[src/rtl/addsub_pkg.sv]
// Shared types and helpers for the round-robin add/sub arbiter.
package addsub_pkg;

    // Response register occupancy.
    typedef enum logic {
        RSP_EMPTY = 1'b0,
        RSP_FULL  = 1'b1
    } rsp_state_t;

    localparam int N_DEF    = 4;
    localparam int NREQ_DEF = 4;

    // Next round-robin pointer: the winner drops to lowest priority; no grant, no move.
    function automatic int rr_next(input int ptr, input int grant_idx,
                                   input logic granted, input int nreq);
        if (granted) begin
            return (grant_idx + 1) % nreq;
        end
        return ptr;
    endfunction

endpackage

[src/rtl/adder_subtractor.sv]
// N-bit adder/subtractor; subtract is a + ~b + 1, cout = 1 means no borrow.
module adder_subtractor #(
    parameter int N = 4
) (
    input  logic [N-1:0] a,
    input  logic [N-1:0] b,
    input  logic         sub,
    output logic [N-1:0] sum,
    output logic         cout
);

    assign {cout, sum} = {1'b0, a} + {1'b0, b ^ {N{sub}}} + {{N{1'b0}}, sub};

endmodule

[src/rtl/addsub_arbiter_rr.sv]
// Combinational round-robin picker: first set request scanning from ptr upward with wrap.
module rr_arbiter #(
    parameter int NREQ = 4,
    parameter int IDW  = $clog2(NREQ)
) (
    input  logic [NREQ-1:0] req,
    input  logic [IDW-1:0]  ptr,
    output logic [NREQ-1:0] grant,
    output logic [IDW-1:0]  grant_idx,
    output logic            grant_valid
);

    logic [IDW-1:0] idx;

    // Scan NREQ positions starting at ptr; the first hit wins.
    always_comb begin
        grant       = '0;
        grant_idx   = '0;
        grant_valid = 1'b0;
        idx         = '0;
        for (int i = 0; i < NREQ; i++) begin
            idx = IDW'((int'(ptr) + i) % NREQ);
            if (!grant_valid && req[idx]) begin
                grant_valid = 1'b1;
                grant_idx   = idx;
                grant[idx]  = 1'b1;
            end
        end
    end

endmodule

[src/rtl/addsub_arbiter.sv]
// Shares one adder_subtractor among NREQ valid/ready requesters with a registered,
// ID-tagged response channel and a saturating completed-operation counter.
//
// state     | meaning
// RSP_EMPTY | no result held; rsp_valid low, a grant loads the register
// RSP_FULL  | result held; consumed on rsp_ready, reloaded same cycle if granted
module addsub_arbiter
    import addsub_pkg::*;
#(
    parameter  int N    = N_DEF,
    parameter  int NREQ = NREQ_DEF,
    parameter  int CNTW = 16,
    localparam int IDW  = $clog2(NREQ)
) (
    input  logic                     clk,
    input  logic                     rst,
    input  logic [NREQ-1:0]          req_valid,
    output logic [NREQ-1:0]          req_ready,
    input  logic [NREQ-1:0][N-1:0]   req_a,
    input  logic [NREQ-1:0][N-1:0]   req_b,
    input  logic [NREQ-1:0]          req_sub,
    output logic                     rsp_valid,
    input  logic                     rsp_ready,
    output logic [IDW-1:0]           rsp_id,
    output logic [N-1:0]             rsp_sum,
    output logic                     rsp_cout,
    output logic [CNTW-1:0]          ops_done
);

    rsp_state_t      rsp_state;
    logic [IDW-1:0]  ptr;
    logic            slot_free;
    logic [NREQ-1:0] req_eligible;
    logic [NREQ-1:0] grant;
    logic [IDW-1:0]  grant_idx;
    logic            grant_valid;
    logic [N-1:0]    add_a;
    logic [N-1:0]    add_b;
    logic            add_sub;
    logic [N-1:0]    add_sum;
    logic            add_cout;

    assign rsp_valid = (rsp_state == RSP_FULL);
    assign slot_free = !rsp_valid || rsp_ready;

    // Reset and a blocked response slot both hide every request from the arbiter.
    assign req_eligible = (!rst && slot_free) ? req_valid : '0;
    assign req_ready    = grant;

    rr_arbiter #(
        .NREQ (NREQ),
        .IDW  (IDW)
    ) u_rr (
        .req         (req_eligible),
        .ptr         (ptr),
        .grant       (grant),
        .grant_idx   (grant_idx),
        .grant_valid (grant_valid)
    );

    // Steer the winner's operands to the shared datapath; idle inputs sit at zero.
    always_comb begin
        add_a   = '0;
        add_b   = '0;
        add_sub = 1'b0;
        if (grant_valid) begin
            add_a   = req_a[grant_idx];
            add_b   = req_b[grant_idx];
            add_sub = req_sub[grant_idx];
        end
    end

    adder_subtractor #(
        .N (N)
    ) u_addsub (
        .a    (add_a),
        .b    (add_b),
        .sub  (add_sub),
        .sum  (add_sum),
        .cout (add_cout)
    );

    // Response register FSM, priority pointer and saturating consumption counter.
    always_ff @(posedge clk) begin
        if (rst) begin
            rsp_state <= RSP_EMPTY;
            rsp_id    <= '0;
            rsp_sum   <= '0;
            rsp_cout  <= 1'b0;
            ptr       <= '0;
            ops_done  <= '0;
        end else begin
            if (rsp_valid && rsp_ready && (ops_done != {CNTW{1'b1}})) begin
                ops_done <= ops_done + 1'b1;
            end

            ptr <= IDW'(rr_next(int'(ptr), int'(grant_idx), grant_valid, NREQ));

            case (rsp_state)
                RSP_EMPTY: begin
                    if (grant_valid) begin
                        rsp_state <= RSP_FULL;
                        rsp_id    <= grant_idx;
                        rsp_sum   <= add_sum;
                        rsp_cout  <= add_cout;
                    end
                end
                RSP_FULL: begin
                    if (rsp_ready) begin
                        if (grant_valid) begin
                            rsp_id   <= grant_idx;
                            rsp_sum  <= add_sum;
                            rsp_cout <= add_cout;
                        end else begin
                            rsp_state <= RSP_EMPTY;
                        end
                    end
                end
                default: rsp_state <= RSP_EMPTY;
            endcase
        end
    end

endmodule
[config.mk]
export PLATFORM = sky130hd
export DESIGN_NAME = addsub_arbiter
export DESIGN_NICKNAME = d
export VERILOG_FILES = /design/src/rtl/addsub_pkg.sv /design/src/rtl/adder_subtractor.sv /design/src/rtl/addsub_arbiter_rr.sv /design/src/rtl/addsub_arbiter.sv
export SDC_FILE = /design/constraint.sdc
export NUM_CORES = 1
export LEC_CHECK = 0
export ABC_AREA = 1
export CORE_MARGIN = 3
export CORE_UTILIZATION = 50
export DETAILED_ROUTE_END_ITERATION = 6
export GPL_TIMING_DRIVEN = 0
export PLACE_DENSITY_LB_ADDON = 0.12
export SLEW_MARGIN = 40
export SYNTH_ARGS = -nofsm -noshare
export SYNTH_HDL_FRONTEND = slang
export SYNTH_SLANG_ARGS = --single-unit
[constraint.sdc]
create_clock -name clk -period 9.8 [get_ports clk]
set_input_delay 1.96 -clock clk [delete_from_list [all_inputs] [get_ports clk]]
set_output_delay 1.96 -clock clk [all_outputs]
set_load 0.005 [all_outputs]
After elaboration in Yosys (flattened, before gate mapping)
Index checks and enable logic that the tools add are counted.

word-level totals
  memory bits (read-only) = 0
  input bits = 43
  memory bits (writable) = 0
  latch bits = 0
  memories = 0
  register bits = 26

operators by class
  shifts and indexed selects = 0
  equality and inequality tests = 2
  div/mod/pow operators = 0
  magnitude comparators = 9
  multiply operators = 0
  bitwise logic cells = 5
  add/subtract/negate cells = 7
  reduce and logical (&&, ||, !) cells = 16
  multiplexer cells = 52

operators by type and width
  operator                 count
  $mux W4                  11
  $mux W1                  19
  $add A16 B1 Y16 const B  1
  $bmux W4 S2              2
  $ne A16 B16 Y1 const B   1
  $lt A2 B3 Y1 const B     5
  $mux W2                  7
  $or A4 B4 Y4             3
  $bmux W1 S2              5
  $logic_and A1 B1 Y1      10
  $demux W1 S2             4
  $ge A2 B1 Y1 const B     4
  $pmux W4 S2              1
  $add A4 B4 Y5            1
  $add A5 B1 Y5            1
  $logic_not A1 Y1         5
  $add A2 B1 Y2 const B    2
  $add A2 B2 Y2 const B    2
  $pmux W1 S2              2
  $pmux W2 S2              1
  $xor A4 B4 Y4            1
  $ne A2 B2 Y1 const B     1
  $logic_or A1 B1 Y1       1
  $not A1 Y1               1

Longest topological paths before layout
Gate-level depths: netlist (run 1).

  depth in word-level cells = 25
  gate-level depth with buffers = 26
  mapped depth without buffers = 24

Hierarchy
Synthesis (run 1) repeated with hierarchy kept, for this count alone.

second synthesis, totals
  cells, all modules = 375
  area, all modules = 2289.7 um^2

modules (own cells, without submodules)
  module            seq. area each (um^2)  cells an instance  area each (um^2)  instances
  addsub_arbiter    520.5                  277                1679.1            1
  rr_arbiter        0.0                    74                 440.4             1
  adder_subtractor  0.0                    24                 170.2             1

Worst setup path after synthesis (run 1)
Ideal clock, no wire load.

  kind = input -> output
  from = input port rst
  to = output port req_ready[0]
  stages = 12
  arrival = 3096 ps
  slack = 4744 ps
  cell sequence = buf_6 -> inv_6 -> buf_6 -> nand4_1 -> nand2_1 -> nand2_1 -> nand2_2 -> nor2_2 -> nand2_1 -> inv_1 -> a221oi_1 -> o21ai_0

on the way
  longest elaborated chain between the ends = 15

ends and longest elaborated chain
  what                           RTL line                 RTL
  start, declared                addsub_arbiter.sv:16     input logic rst,
  $logic_not A1 Y1 (*)           addsub_arbiter.sv:47     assign req_eligible = (!rst && slot_free) ? req_valid : '0;
  $logic_and A1 B1 Y1 (*)        addsub_arbiter.sv:47
  $mux W4 (*)                    addsub_arbiter.sv:47
  $bmux W1 S2                    addsub_arbiter_rr.sv:23  if (!grant_valid && req[idx]) begin
  $mux W1 (implied by the code)  addsub_arbiter_rr.sv:23
  $mux W1                        addsub_arbiter_rr.sv:23
  $logic_not A1 Y1               addsub_arbiter_rr.sv:23
  $logic_and A1 B1 Y1            addsub_arbiter_rr.sv:23
  $mux W1                        addsub_arbiter_rr.sv:23
  $logic_not A1 Y1               addsub_arbiter_rr.sv:23
  $logic_and A1 B1 Y1            addsub_arbiter_rr.sv:23
  $mux W1                        addsub_arbiter_rr.sv:23
  $logic_not A1 Y1               addsub_arbiter_rr.sv:23
  $logic_and A1 B1 Y1            addsub_arbiter_rr.sv:23
  $mux W4 (*)                    addsub_arbiter_rr.sv:23
  end, declared                  addsub_arbiter.sv:18     output logic [NREQ-1:0] req_ready,

Every way passes the cells marked *; elsewhere a longest branch is shown, timed or not. The select of a mux whose other input is x is not followed.

Worst setup path in the final report (run 1)
  from = input port rsp_ready
  to = output port req_ready[0]

on the way
  longest elaborated chain between the ends = 15

ends and longest elaborated chain
  what                           RTL line                 RTL
  start, declared                addsub_arbiter.sv:23     input logic rsp_ready,
  $logic_or A1 B1 Y1 (*)         addsub_arbiter.sv:44     assign slot_free = !rsp_valid || rsp_ready;
  $logic_and A1 B1 Y1 (*)        addsub_arbiter.sv:47
  $mux W4 (*)                    addsub_arbiter.sv:47
  $bmux W1 S2                    addsub_arbiter_rr.sv:23
  $mux W1 (implied by the code)  addsub_arbiter_rr.sv:23
  $mux W1                        addsub_arbiter_rr.sv:23
  $logic_not A1 Y1               addsub_arbiter_rr.sv:23
  $logic_and A1 B1 Y1            addsub_arbiter_rr.sv:23
  $mux W1                        addsub_arbiter_rr.sv:23
  $logic_not A1 Y1               addsub_arbiter_rr.sv:23
  $logic_and A1 B1 Y1            addsub_arbiter_rr.sv:23
  $mux W1                        addsub_arbiter_rr.sv:23
  $logic_not A1 Y1               addsub_arbiter_rr.sv:23
  $logic_and A1 B1 Y1            addsub_arbiter_rr.sv:23
  $mux W4 (*)                    addsub_arbiter_rr.sv:23

Marks and branches as above.

==> impl_results.md, run 1 <==
- Worst setup EP type: output port
- Syn. warnings: 0
- Syn avg cell area: 6.73 um2
- FF-to-FF path depth: 19
- Most instantiated cells after synthesis: 53 x nand2_1, 30 x inv_1, 29 x nor2_1
- IO Count: 71
- Pint: 0.549 mW
- Crit path kind: primary input to output port
- Post-synthesis cell count: 309
- Synth-to-layout area growth: 38.1%
- Routed via count: 2,300
- Netlist cell types: 36
- Area leader, netlist: dfxtp_1
- HP Start: ops_done[10]$_SDFFE_PP0P_
- Cts bufs inserted: 3
- Post-CTS Hold Fix Bufs: 0
- WP data arrival: 4190 ps
- DP HPWL: 4250 um
- Vias in the first global route: 2,155
- Vias/cell: 5.36
- FF-to-FF Start: ptr[0]$_SDFFE_PP0P_
- Sw power: 0.594 mW
- Leakage: 1.21 nW
- Largest net degree at the start of global routing: 14
- Hold Crit Endpoint: ops_done[11]$_SDFFE_PP0P_
- Initial antenna violation count: 0
- Core area: 3830 um2
- Net Sw Frac: 52.0%
- Placed insts: 426
- First-pass GRT wire length: 9130 um
- Most used cell, CP: nand2_2
- Post-synth EDFFs: 0
- Die Wd: 70.5 um
- Final wirelength: 5330 um
- Die Ht: 70.5 um
- Ys flop type: dfxtp_1
- GRT Util Overall: 21.8%
- Power per cell area: 398 nW/um2
- Most common cell in the synthesized netlist: nand2_1
- Seq cells post-synth: 26
- Setup_tns: 0 ps
- Worst path slowest cell: clkdlybuf4s50_1
- End of the worst register-to-register path: rsp_sum[2]$_SDFFE_PP0P_
- Clock Power Share: 5.2%
- Final setup violation count: 0
- Finished Layout Cells: 429
- DR pass1 iterations: 4
- Postcts setup bufs: 0
- Latest clock arrival within the worst-skew pair: 270 ps
- Status: completed
- Cells along the critical path: clkdlybuf4s50_1, inv_1, nand2_2, nand4_1, nand2_1, nand2_2, nand2_2, nor2_2, nand2_1, inv_1, a221oi_1, o21ai_0, clkdlybuf4s50_1
- RSZ-0062 raised after global routing: no
- CTS tree: yes
- DRT antenna net count: 0
- Final Cycle Share: 62.7%
- Asr flop ratio synth: 0%
- IO Port Bufs: 69
- Yosys top cell area share: 25.0%
- Register area share after synthesis: 25.0%
- CTS sink cnt: 26
- Hold/Removal Path Class: flip-flop to flip-flop
- Clock Skews: 4.45 ps
- DRC: 0
- Post-CTS sizing: 0
- Worst IR Drop VDD: 0.000447 V
- Total power: 1.14 mW
- CTS max path bufs: 2
- Syn Nets: 361
- Fin. max-slew vios: 0
- 1st-iter DRT viols: 69
- Placer Congestion: 0.861
- Final Core Density: 75.0%
- Comb pwr share: 81.8%
- CTS Root Cell: clkbuf_8
- NumNets Final: 435
- Slew headroom: 68.7%
- Worst-margin pin slew: 470 ps
- Reg-to-reg slack, setup: 6310 ps
- Critical Path Max Stage Delay: 480 ps
- CTS clk-pin slew, worst paths: 80 ps
- Maxcap violations: 0
- Row count: 22
- GRT overflow: 0
- Synth area leaders: dfxtp_1 25%, nand2_1 9.6%, nand3_1 6.5%
- Seq pwr share: 13.0%
- Hold path depth: 2
- Crit path max fanout: 9
- CTS HTree Levels: 1
- Layout fillers: 320
- Average wire per standard cell: 12.4 um
- Antenna diodes: 0
- Final Hold Fails: 0
- CP required: 7840 ps
- Startpoint types: primary input
- Die ar.: 4970 um2
- Initial Utilization: 54.3%
- Share of layout cells above drive strength 1: 10.8%
- Period minus WS final: 6150 ps
- Synthesized cell area: 2080 um2
- Fmax: 163 MHz
[metrics by stage]
stage	hold slack (ps)	area (um2)	setup WS (ps)
2_1_floorplan	461	2080	4740
3_3_place_gp	473	2830	3740
3_5_place_dp	475	2830	3700
4_1_cts	506	2870	3700
5_1_grt	529	2870	3500
6_report	501	2870	3650
[sequential cells by signal (all words and copies together), names as in the netlist]
| register | cells |
|---|---|
| ops_done | 16 |
| ptr | 2 |
| rsp_cout | 1 |
| rsp_id | 2 |
| rsp_sum | 4 |
| rsp_valid | 1 |
[layout by cell type (no fill, tap or decap), types with 10 or more instances in the layout]
cell type	synthesis	routed
dfxtp_1	26	26
nand2_2	10	10
clkdlybuf4s50_1	0	69
inv_1	30	30
a21oi_1	26	26
nor2_1	29	29
nand3_2	10	10
nand2_1	53	53
nand3_1	27	27
o21ai_0	25	25
nand4_1	11	11
[power by group through the flow]
stage	sequential (mW)	clock (mW)	combinational (mW)
floorplan	0.148	0	0.731
global placement	0.150	0	0.912
detailed placement	0.150	0	0.930
CTS	0.149	0.0601	0.940
global route	0.151	0.0649	1.06
finish	0.149	0.0594	0.935
[cell families after synthesis]
logic type / count (synthesis) / share of synthesized area (%)
buf+inv: 45 / 10.6
flops: 26 / 25.0
xor+xnor: 5 / 2.11
compound gates: 68 / 18.4
fa+ha+maj: 9 / 5.78
simple gates: 156 / 38.0
[layout make-up]
class / instances / area, um2 / share of cell area [%]
Buffer: 9 / 71.3 / 2.48
Clock buffer: 3 / 41.3 / 1.44
Inverter: 36 / 149 / 5.19
Multi-Input combinational cell: 238 / 1340 / 46.6
Sequential cell: 26 / 520 / 18.1
Tap cell: 48 / 60.1 / 2.09
Timing Repair Buffer: 69 / 691 / 24.1
[per-layer routing]
| metal | track usage, % | share of wire, % |
|---|---|---|
| met1 | 27.1 | 46 |
| met2 | 39.4 | 50 |
| met3 | 4.03 | 3.3 |
| met4 | 3.62 | 0.81 |
| met5 | 0 | 0 |
[how the worst max path moves through the flow]
stage | to | slack [ps] | from | depth (start not counted)
after floorplan | req_ready[0] | 4740 | rst | 12
after global placement | req_ready[0] | 3740 | rsp_ready | 13
after detailed placement | req_ready[0] | 3700 | rsp_ready | 13
after CTS | req_ready[0] | 3700 | rsp_ready | 13
after global routing | req_ready[0] | 3500 | rsp_ready | 13
final | req_ready[0] | 3650 | rsp_ready | 13
[critical path: cells and delay by family]
kind / cells / cell delay (ps)
AND/OR/NAND/NOR: 7 / 790
buffers and inverters: 4 / 1050
AO/OA/AOI/OAI: 2 / 370
(Power assumes the default switching activity.)
==> inputs of run 2 (changes only) <==
--- a/config.mk
+++ b/config.mk
@@ -7,7 +7,7 @@
 export LEC_CHECK = 0
 export ABC_AREA = 1
 export CORE_MARGIN = 3
-export CORE_UTILIZATION = 50
+export CORE_UTILIZATION = 42
 export DETAILED_ROUTE_END_ITERATION = 6
 export GPL_TIMING_DRIVEN = 0
 export PLACE_DENSITY_LB_ADDON = 0.12
==> constraint.sdc (replaced) <==
create_clock -name clk -period 5.3 [get_ports clk]
set_input_delay 1.06 -clock clk [delete_from_list [all_inputs] [get_ports clk]]
set_output_delay 1.06 -clock clk [all_outputs]
set_load 0.005 [all_outputs]
==> run 2 against run 1 <==
Net effect:
- design area rose by 1.8%
- sequential power rose by 83%
- flip-flop and latch count did not move
- highest routed layer unchanged
- critical path depth did not move
- register-to-register slack got worse by 4600 ps
- non-clock buffer count did not move
- wire length rose by 2.7%
- final cell count rose by 4.2%
- sequential share of layout area fell by 0.32 points
- critical path type unchanged
- clock-buffer cell count did not move
==> impl_results.md, run 2 (synthesis results as in run 1) <==
- Cells along the critical path: clkdlybuf4s50_1, inv_1, nand2_2, nand4_1, nand2_1, nand2_2, nand2_2, nor2_2, nand2_1, inv_1, a221oi_1, o21ai_0, clkdlybuf4s50_1
- Fin. max-slew vios: 0
- Final Hold Fails: 0
- Routed via count: 2,312
- Largest regs: ops_done: 16 flops, rsp_sum: 4 flops
- Final Core Density: 64.0%
- CTS tree: yes
- Clock Skews: 7.12 ps
- Finished Layout Cells: 447
- Largest reg by FF count: ops_done
- CTS sink cnt: 26
- Row count: 24
- Final wirelength: 5470 um
- Final Worst Setup Slack: 972 ps
- Worst path slowest cell: clkdlybuf4s50_1
- NumNets Final: 435
- Worst IR Drop VDD: 0.000676 V
- Initial Utilization: 45.5%
- Worst setup EP type: output port
- Die Wd: 76.3 um
- Largest net degree at the start of global routing: 16
- Startpoint types: primary input
- GRT overflow: 0
- Die ar.: 5830 um2
- Final setup violation count: 0
- First-pass GRT wire length: 9420 um
- Status: completed
- DRC: 0
- Final Cycle Share: 81.7%
- DR pass1 iterations: 4
- WP data arrival: 3270 ps
- Setup_tns: 0 ps
- Most common cell after layout, fill and taps aside: clkdlybuf4s50_1
- Share of layout cells above drive strength 1: 11.0%
- Vias in the first global route: 2,090
- Initial antenna violation count: 0
- Latest clock arrival within the worst-skew pair: 280 ps
- IO Port Bufs: 69
- DP Area: 2850 um2
- DRT antenna net count: 0
- Critical Path Max Stage Delay: 480 ps
- Hold Worst Slack: 477 ps
- Power per cell area: 748 nW/um2
- IO Count: 71
- CTS Root Cell: clkbuf_8
- Hold/Removal Path Class: flip-flop to flip-flop
- CTS max path bufs: 2
- Crit path kind: primary input to output port
- Max reg flops: 16
- Total power: 2.19 mW
- Slew headroom: 68.5%
- Dpl ws: 962 ps
- 1st-iter DRT viols: 85
- Synth-to-layout area growth: 40.6%
- Cts bufs inserted: 3
- CTS HTree Levels: 1
- Final non-filler cell area: 2920 um2
- Placer Congestion: 0.881
- Average wire per standard cell: 12.2 um
- Antenna diodes: 0
- Crit path max fanout: 9
- CTS clk-pin slew, worst paths: 90 ps
- Core area: 4560 um2
- Postcts setup bufs: 0
- Worst-margin pin slew: 473 ps
- Leakage: 1.22 nW
- Placed insts: 443
- Fmax: 231 MHz
- Period minus WS final: 4330 ps
- Maxcap violations: 0
- DP HPWL: 4380 um
- GRT Util Overall: 18.8%
- CP required: 4240 ps
- RSZ-0062 raised after global routing: no
- Post-CTS Hold Fix Bufs: 0
- Post-CTS sizing: 0
- Most frequent cells in the layout: 69 x clkdlybuf4s50_1, 53 x nand2_1, 30 x inv_1, 29 x nor2_1, 27 x nand3_1
- Vias/cell: 5.17
- Die Ht: 76.3 um
- Most used cell, CP: nand2_2
run 2: where the power goes:
group	internal, mW	switching (mW)	total, mW
logic	0.723	1.03	1.75
clock network	0.101	0.0643	0.165
registers	0.240	0.0333	0.273
run 2: critical path: cells and delay by family:
family                 cells  cell delay [ps]
AOI/OAI and AO/OA          2              370
buffers and inverters      4             1060
and+or+nand+nor            7              760
run 2: cell type report:
class | count | area [um2]
plain buffers | 9 | 71.3
clock buffers | 3 | 41.3
clock inverters | 1 | 30.0
fillers | 438 | 1640
inverters | 36 | 149
multi-input cells | 238 | 1340
flip-flops and latches | 26 | 520
well taps | 65 | 81.3
repair buffers | 69 | 691
run 2: final timing paths:
kind,from,end,slack (ps),depth (start not counted)
setup / recovery,rsp_ready,req_ready[0],970,13
hold / removal,rsp_id[1]$_SDFFE_PP0P_,rsp_id[1]$_SDFFE_PP0P_,480,2
setup reg to reg,ptr[1]$_SDFFE_PP0P_,rsp_sum[2]$_SDFFE_PP0P_,1760,18
hold reg to reg,rsp_id[1]$_SDFFE_PP0P_,rsp_id[1]$_SDFFE_PP0P_,480,2
run 2: layer usage:
| layer | up-vias | routed length [um] | GRT usage (%) |
|---|---|---|---|
| met2 | 62 | 2680 | 32.8 |
| met5 | - | 0 | 0 |
| met1 | 1047 | 2460 | 23.8 |
| li1 | 1198 | - | - |
| met3 | 5 | 294 | 4.02 |
| met4 | 0 | 40 | 3.62 |
